**src/rtl/rtc_alarm_clock_if.sv**
```systemverilog
// Control/status bundle between the RTC core and the system/display side.
interface rtc_alarm_clock_if;
  logic        en;
  logic        load_time;
  logic [23:0] time_in;
  logic        alarm_set;
  logic [15:0] alarm_in;
  logic        alarm_en;
  logic        alarm_ack;
  logic        snooze;
  logic        mode_12h;
  logic [23:0] time_out;
  logic        pm;
  logic        sec_pulse;
  logic        alarm_ring;
  logic        load_err;

  modport master (
    output en, load_time, time_in, alarm_set, alarm_in, alarm_en, alarm_ack, snooze, mode_12h,
    input  time_out, pm, sec_pulse, alarm_ring, load_err
  );
  modport slave (
    input  en, load_time, time_in, alarm_set, alarm_in, alarm_en, alarm_ack, snooze, mode_12h,
    output time_out, pm, sec_pulse, alarm_ring, load_err
  );
endinterface

```
**src/rtl/rtc_alarm_clock.sv**
```systemverilog
// BCD hh:mm:ss clock with prescaler, validated loads, 12/24h display and
// an alarm with ring timeout and snooze. Time is always held as 24h BCD.
module rtc_alarm_clock #(
  parameter int TICK_DIV   = 50000000,
  parameter int RING_SEC   = 60,
  parameter int SNOOZE_SEC = 300
) (
  input  logic           clk,
  input  logic           rst_n,
  rtc_alarm_clock_if.slave bus
);
  localparam int PW = (TICK_DIV > 2) ? $clog2(TICK_DIV) : 1;

  typedef enum logic [1:0] {IDLE, RING, SNOOZE} state_t;

  state_t        state, state_n;
  logic [PW-1:0] pre;
  logic [23:0]   tm, tm_inc;
  logic [15:0]   alarm;
  logic [7:0]    ring_cnt, ring_n;
  logic [15:0]   snz_cnt, snz_n;
  logic          sec_pulse, load_err;
  logic          tick, adv, match, time_ok, alarm_ok;
  logic [4:0]    hb, h12;

  function automatic logic ok_hm(logic [7:0] h, logic [7:0] m);
    return (h[7:4] <= 4'd2) && (h[3:0] <= 4'd9) && !(h[7:4] == 4'd2 && h[3:0] > 4'd3) &&
           (m[7:4] <= 4'd5) && (m[3:0] <= 4'd9);
  endfunction

  function automatic logic [23:0] inc_time(logic [23:0] t);
    logic [3:0] h1, h0, m1, m0, s1, s0;
    logic       c;
    {h1, h0, m1, m0, s1, s0} = t;
    c = 1'b0;
    if (s0 != 4'd9) s0 = s0 + 4'd1;
    else begin
      s0 = 4'd0;
      if (s1 != 4'd5) s1 = s1 + 4'd1;
      else begin s1 = 4'd0; c = 1'b1; end
    end
    if (c) begin
      c = 1'b0;
      if (m0 != 4'd9) m0 = m0 + 4'd1;
      else begin
        m0 = 4'd0;
        if (m1 != 4'd5) m1 = m1 + 4'd1;
        else begin m1 = 4'd0; c = 1'b1; end
      end
    end
    if (c) begin
      if ({h1, h0} == 8'h23) {h1, h0} = 8'h00;
      else if (h0 == 4'd9) begin h0 = 4'd0; h1 = h1 + 4'd1; end
      else h0 = h0 + 4'd1;
    end
    return {h1, h0, m1, m0, s1, s0};
  endfunction

  assign tick     = bus.en && (pre == PW'(TICK_DIV - 1));
  assign adv      = tick && !bus.load_time;
  assign tm_inc   = inc_time(tm);
  assign time_ok  = ok_hm(bus.time_in[23:16], bus.time_in[15:8]) &&
                    (bus.time_in[7:4] <= 4'd5) && (bus.time_in[3:0] <= 4'd9);
  assign alarm_ok = ok_hm(bus.alarm_in[15:8], bus.alarm_in[7:0]);
  // Compared against the stored alarm, so a same-cycle alarm_set does not count.
  assign match    = adv && (tm_inc[7:0] == 8'h00) && (tm_inc[23:8] == alarm);

  always_ff @(posedge clk) begin
    if (!rst_n) begin
      pre       <= '0;
      tm        <= '0;
      alarm     <= '0;
      sec_pulse <= 1'b0;
      load_err  <= 1'b0;
      state     <= IDLE;
      ring_cnt  <= '0;
      snz_cnt   <= '0;
    end else begin
      // Any load_time, valid or not, freezes the prescaler for that cycle.
      if (bus.load_time) begin
        if (time_ok) begin
          tm  <= bus.time_in;
          pre <= '0;
        end
      end else if (bus.en) begin
        pre <= tick ? '0 : pre + PW'(1);
        if (tick) tm <= tm_inc;
      end
      if (bus.alarm_set && alarm_ok) alarm <= bus.alarm_in;
      sec_pulse <= adv;
      load_err  <= (bus.load_time && !time_ok) || (bus.alarm_set && !alarm_ok);
      state     <= state_n;
      ring_cnt  <= ring_n;
      snz_cnt   <= snz_n;
    end
  end

  always_comb begin
    state_n = state;
    ring_n  = ring_cnt;
    snz_n   = snz_cnt;
    if (!bus.alarm_en) state_n = IDLE;
    else begin
      case (state)
        IDLE: if (match) begin state_n = RING; ring_n = '0; end
        RING: begin
          if (bus.alarm_ack) state_n = IDLE;
          else if (bus.snooze) begin state_n = SNOOZE; snz_n = '0; end
          else if (adv) begin
            if (ring_cnt == 8'(RING_SEC - 1)) state_n = IDLE;
            else ring_n = ring_cnt + 8'd1;
          end
        end
        SNOOZE: begin
          if (bus.alarm_ack) state_n = IDLE;
          else if (adv) begin
            if (snz_cnt == 16'(SNOOZE_SEC - 1)) begin state_n = RING; ring_n = '0; end
            else snz_n = snz_cnt + 16'd1;
          end
        end
        default: state_n = IDLE;
      endcase
    end
  end

  // 12h view: convert hours to binary, remap, and back to two BCD digits.
  always_comb begin
    hb  = 5'(tm[23:20]) * 5'd10 + 5'(tm[19:16]);
    h12 = (hb == 5'd0) ? 5'd12 : (hb > 5'd12) ? hb - 5'd12 : hb;
  end

  assign bus.time_out   = bus.mode_12h ?
                          {(h12 >= 5'd10) ? 4'd1 : 4'd0,
                           (h12 >= 5'd10) ? 4'(h12 - 5'd10) : 4'(h12), tm[15:0]} : tm;
  assign bus.pm         = (tm[23:16] >= 8'h12);
  assign bus.sec_pulse  = sec_pulse;
  assign bus.alarm_ring = (state == RING);
  assign bus.load_err   = load_err;
endmodule

```
**src/flat_wrapper.sv**
```systemverilog
// flat-port wrapper written by rule: the top's interface ports become plain ports
module rtc_alarm_clock_flat 
#(
  parameter int TICK_DIV   = 50000000,
  parameter int RING_SEC   = 60,
  parameter int SNOOZE_SEC = 300
)
  (clk, rst_n, bus_en, bus_load_time, bus_time_in, bus_alarm_set, bus_alarm_in, bus_alarm_en, bus_alarm_ack, bus_snooze, bus_mode_12h, bus_time_out, bus_pm, bus_sec_pulse, bus_alarm_ring, bus_load_err);
  rtc_alarm_clock_if bus_i ();
  input  logic clk;
  input  logic rst_n;
  input wire logic [$bits(bus_i.en)-1:0] bus_en;
  input wire logic [$bits(bus_i.load_time)-1:0] bus_load_time;
  input wire logic [$bits(bus_i.time_in)-1:0] bus_time_in;
  input wire logic [$bits(bus_i.alarm_set)-1:0] bus_alarm_set;
  input wire logic [$bits(bus_i.alarm_in)-1:0] bus_alarm_in;
  input wire logic [$bits(bus_i.alarm_en)-1:0] bus_alarm_en;
  input wire logic [$bits(bus_i.alarm_ack)-1:0] bus_alarm_ack;
  input wire logic [$bits(bus_i.snooze)-1:0] bus_snooze;
  input wire logic [$bits(bus_i.mode_12h)-1:0] bus_mode_12h;
  output wire logic [$bits(bus_i.time_out)-1:0] bus_time_out;
  output wire logic [$bits(bus_i.pm)-1:0] bus_pm;
  output wire logic [$bits(bus_i.sec_pulse)-1:0] bus_sec_pulse;
  output wire logic [$bits(bus_i.alarm_ring)-1:0] bus_alarm_ring;
  output wire logic [$bits(bus_i.load_err)-1:0] bus_load_err;
  assign bus_i.en = bus_en;
  assign bus_i.load_time = bus_load_time;
  assign bus_i.time_in = bus_time_in;
  assign bus_i.alarm_set = bus_alarm_set;
  assign bus_i.alarm_in = bus_alarm_in;
  assign bus_i.alarm_en = bus_alarm_en;
  assign bus_i.alarm_ack = bus_alarm_ack;
  assign bus_i.snooze = bus_snooze;
  assign bus_i.mode_12h = bus_mode_12h;
  assign bus_time_out = bus_i.time_out;
  assign bus_pm = bus_i.pm;
  assign bus_sec_pulse = bus_i.sec_pulse;
  assign bus_alarm_ring = bus_i.alarm_ring;
  assign bus_load_err = bus_i.load_err;
  rtc_alarm_clock #(.TICK_DIV(TICK_DIV), .RING_SEC(RING_SEC), .SNOOZE_SEC(SNOOZE_SEC)) u_core (.clk(clk), .rst_n(rst_n), .bus(bus_i));
endmodule
```
**config.mk**
```make
export PLATFORM = sky130hd
export DESIGN_NAME = rtc_alarm_clock_flat
export DESIGN_NICKNAME = d
export VERILOG_FILES = /design/src/rtl/rtc_alarm_clock_if.sv /design/src/rtl/rtc_alarm_clock.sv /design/src/flat_wrapper.sv
export SDC_FILE = /design/constraint.sdc
export NUM_CORES = 1
export LEC_CHECK = 0
export BUFFER_PORTS_ARGS = -buffer_cell sky130_fd_sc_hd__buf_2
export CAP_MARGIN = 10
export CORE_ASPECT_RATIO = 0.7
export CORE_MARGIN = 2
export CORE_UTILIZATION = 60
export DETAILED_ROUTE_END_ITERATION = 10
export PLACE_DENSITY_LB_ADDON = 0.12
export SLEW_MARGIN = 20
export SYNTH_ARGS = -nofsm -noshare
export SYNTH_HDL_FRONTEND = slang
export SYNTH_SLANG_ARGS = --single-unit
```
**constraint.sdc**
```tcl
create_clock -name clk -period 5 [get_ports clk]
set_clock_uncertainty 0.1 [all_clocks]
set_input_delay 0.5 -clock clk [delete_from_list [all_inputs] [get_ports clk]]
set_output_delay 0.5 -clock clk [all_outputs]
set_load 0.05 [all_outputs]
```
==> impl_results.md <==
* Status: complete, no violations
* Worst path cell trace: ha_1 > ha_1 > xor2_1 > inv_1 > ha_1 > a21boi_0 > nor2_1 > a31oi_1 > ha_1 > o41ai_1 > a21oi_1 > mux2_2 > a21oi_1 > buf_2
* Total track usage at approximately 30%
* Static Leak at around 0.0025 uW
* Syn nets at ~910
* Worst hold path class: in2reg
* Slew Limit Fails at 0
* Synthesized cell area at between 6000 and 7000 um2
* Setup_tns at 0 ps
* CP max stage delay at around 520 ps
* Crit-path most repeated cell: ha_1
* 1st-iter DRT viols at approximately 610
* Post-synth top area share at 29.7%
* FF-to-FF Start: u_core.tm[0]
* Chip height at ~90 um
* Number of antenna violations at the first check in global routing at 0
* FP Rows at 31
* Die width at 127 um
* Min Clock Period, post-route at 4690 ps
* Critical Path AT at between 4000 and 5000 ps
* H-tree levels at 3
* Latest clock arrival within the worst-skew pair at approximately 350 ps
* Hold Crit Start: bus_alarm_in[4]
* Kind of critical path: reg2out
* Setup Fix Bufs, Post-CTS at 0
* Die area at around 11,000 um2
* CP Capture Type: output pin
* WP data required at ~4400 ps
* First-pass GRT wire length at roughly 28,000 um
* Yosys cell types at a little over 80
* Power Density at roughly 230 nW/um2
* Synth async-reset ratio at 0%
* Post-detail-place hpwl at 12,500 um
* Largest cells by area after synthesis: dfxtp_1 (30%), a21oi_1 (6.3%), nor2_1 (5.4%), nand2_1 (5.1%), o21ai_0 (4.4%)
* # diodes at 0
* Rel. slew slack at a little over a third
* Most common cell after layout, fill and taps aside: dfxtp_1
* Start point of the critical path: u_core.tm[22]
* Post-route ant nets at 0
* Clock-pin slew on the worst setup and hold paths at 70 ps
* Slowest cell on crit path: dfxtp_1
* Number of top-level pins at just under 80
* WL final at about 17,000 um
* Final period util at 93.8%
* Largest net degree at the start of global routing at 70
* Fillers at between 900 and 1,000
* Core Region at ~10,000 um2
* Commonest non-fill, non-tap cells in the layout: dfxtp_1 (94), nor2_1 (92), nand2_1 (87)
* Vias/cell at ~6.4
* Final setup viols at 0
* Synth Instances at ~840
* CTS tree: done
* Grt total ovfl at 0
* Yosys warns at 0
* CP max FO at 9
* Startpoint Class: register
* Max Cap Viol at 0
* Placement Cell Area at around 6600 um2
* Root Driver: clkbuf_16
* VDD IR-drop max at 0.000209 V
* Achievable Freq at 0.213 GHz
* Wire per inst at about 17 um
* Clk sinks at 94
* Vias in the first global route at 5,763
* Fraction of layout cells with a size suffix above 1 at a little over an eighth
* Ys flop type: dfxtp_1
* RSZ-0062 raised after global routing: false
* DR pass1 iterations at 7
* Post-synthesis sequential area ratio at just under 30%
* Kind of cell adding the most delay to the critical path: adder cells
* Leading area contributor after synthesis: dfxtp_1
* Design area at ~6900 um2
* TritonCTS buffer count at 9
* Place WS at ~750 ps
* R2R setup slack at 1220 ps
* Syn avg cell area at 7.52 um2
* Via count at about 6,500
* GPL Wtd Cong at roughly 0.96
* Residual DRC at 0
* Port Buffer Count at 76
* Initial Utilization at around three fifths
* Post_cts resized at 0
* Clk buf depth at 2
* Nets at approximately 940
* P&R area growth vs syn at 8.58%
* Final hold violation count at 0
* EDFF count, synth at 0
* CP Buf/Inv Count at 2
* #FFs+latches synth at 94
* Hold Buf Count CTS at 0
* Post-layout worst setup margin at 308 ps
* Actual slew at the worst max-slew pin at approximately 970 ps
tightest hold or removal path: stages:
cell and delay (ps):
buf_2 70, mux2i_1 50, nor2_1 80
area by class of cell:
type,count,area [um2],area share (%)
clock buffer,9,225,3.27
tap,132,165,2.40
clock inverter,7,78.8,1.14
inverter,31,118,1.71
timing repair buffer,79,403,5.85
multi-input combinational,655,4020,58.3
sequential,94,1880,27.3
metrics by stage:
stage               total power [uW]  instances  hold slack (ps)  utilization (%)
floorplan                        834        844              344                -
global placement                 874        991              357             63.8
detailed placement               877        991              381             63.8
CTS                             1580       1007              290             66.8
global route                    1620       1007              299             66.8
finish                          1580       1007              298             66.8
logic make-up after synthesis:
group                    count (synthesis)  share of synthesized area, %
AO/OA/AOI/OAI                          228                          22.7
XOR/XNOR                                24                          3.31
adder cells (fa/ha/maj)                 18                          3.67
buffers and inverters                   95                          7.08
flip-flops                              94                          29.7
multiplexers                            25                          3.98
AND/OR/NAND/NOR                        360                          29.6
sequential cells by signal, summed over array words and instances, names as in the netlist:
signal / cells
u_core.pre: 26
u_core.state: 2
u_core.bus.load_err: 1
u_core.tm: 24
u_core.ring_cnt: 8
u_core.alarm: 16
u_core.snz_cnt: 16
u_core.bus.sec_pulse: 1
report_power, final:
part           internal (uW)  switching (uW)
registers                750            2.51
clock network            394             320
logic                   34.0            75.0
worst paths after layout:
kind | end | cells after the start
max | bus_time_out[18] | 14
min | u_core.alarm[4] | 3
max reg2reg | u_core.ring_cnt[6] | 8
min reg2reg | u_core.snz_cnt[15] | 2
synthesized netlist by cell type (10+ instances only):
| cell type | count |
|---|---|
| nand3_1 | 36 |
| a21oi_1 | 80 |
| mux2i_1 | 23 |
| xnor2_1 | 15 |
| a211oi_1 | 11 |
| o21ai_0 | 56 |
| nor3_1 | 22 |
| o211ai_1 | 10 |
| nor4_1 | 12 |
| or3_1 | 12 |
| inv_1 | 29 |
| and3_1 | 11 |
| buf_4 | 16 |
| dfxtp_1 | 94 |
| nand4_1 | 13 |
| nor2_1 | 92 |
| clkbuf_1 | 35 |
| ha_1 | 17 |
| nand2_1 | 87 |
layer usage:
layer | wire length (um) | global-route usage [%]
met1 | 8190 | 44.1
met2 | 7470 | 44.9
met4 | 229 | 8.15
met5 | 0 | 0
met3 | 1410 | 6.25
No activity file was read; power rests on OpenSTA's default activity.
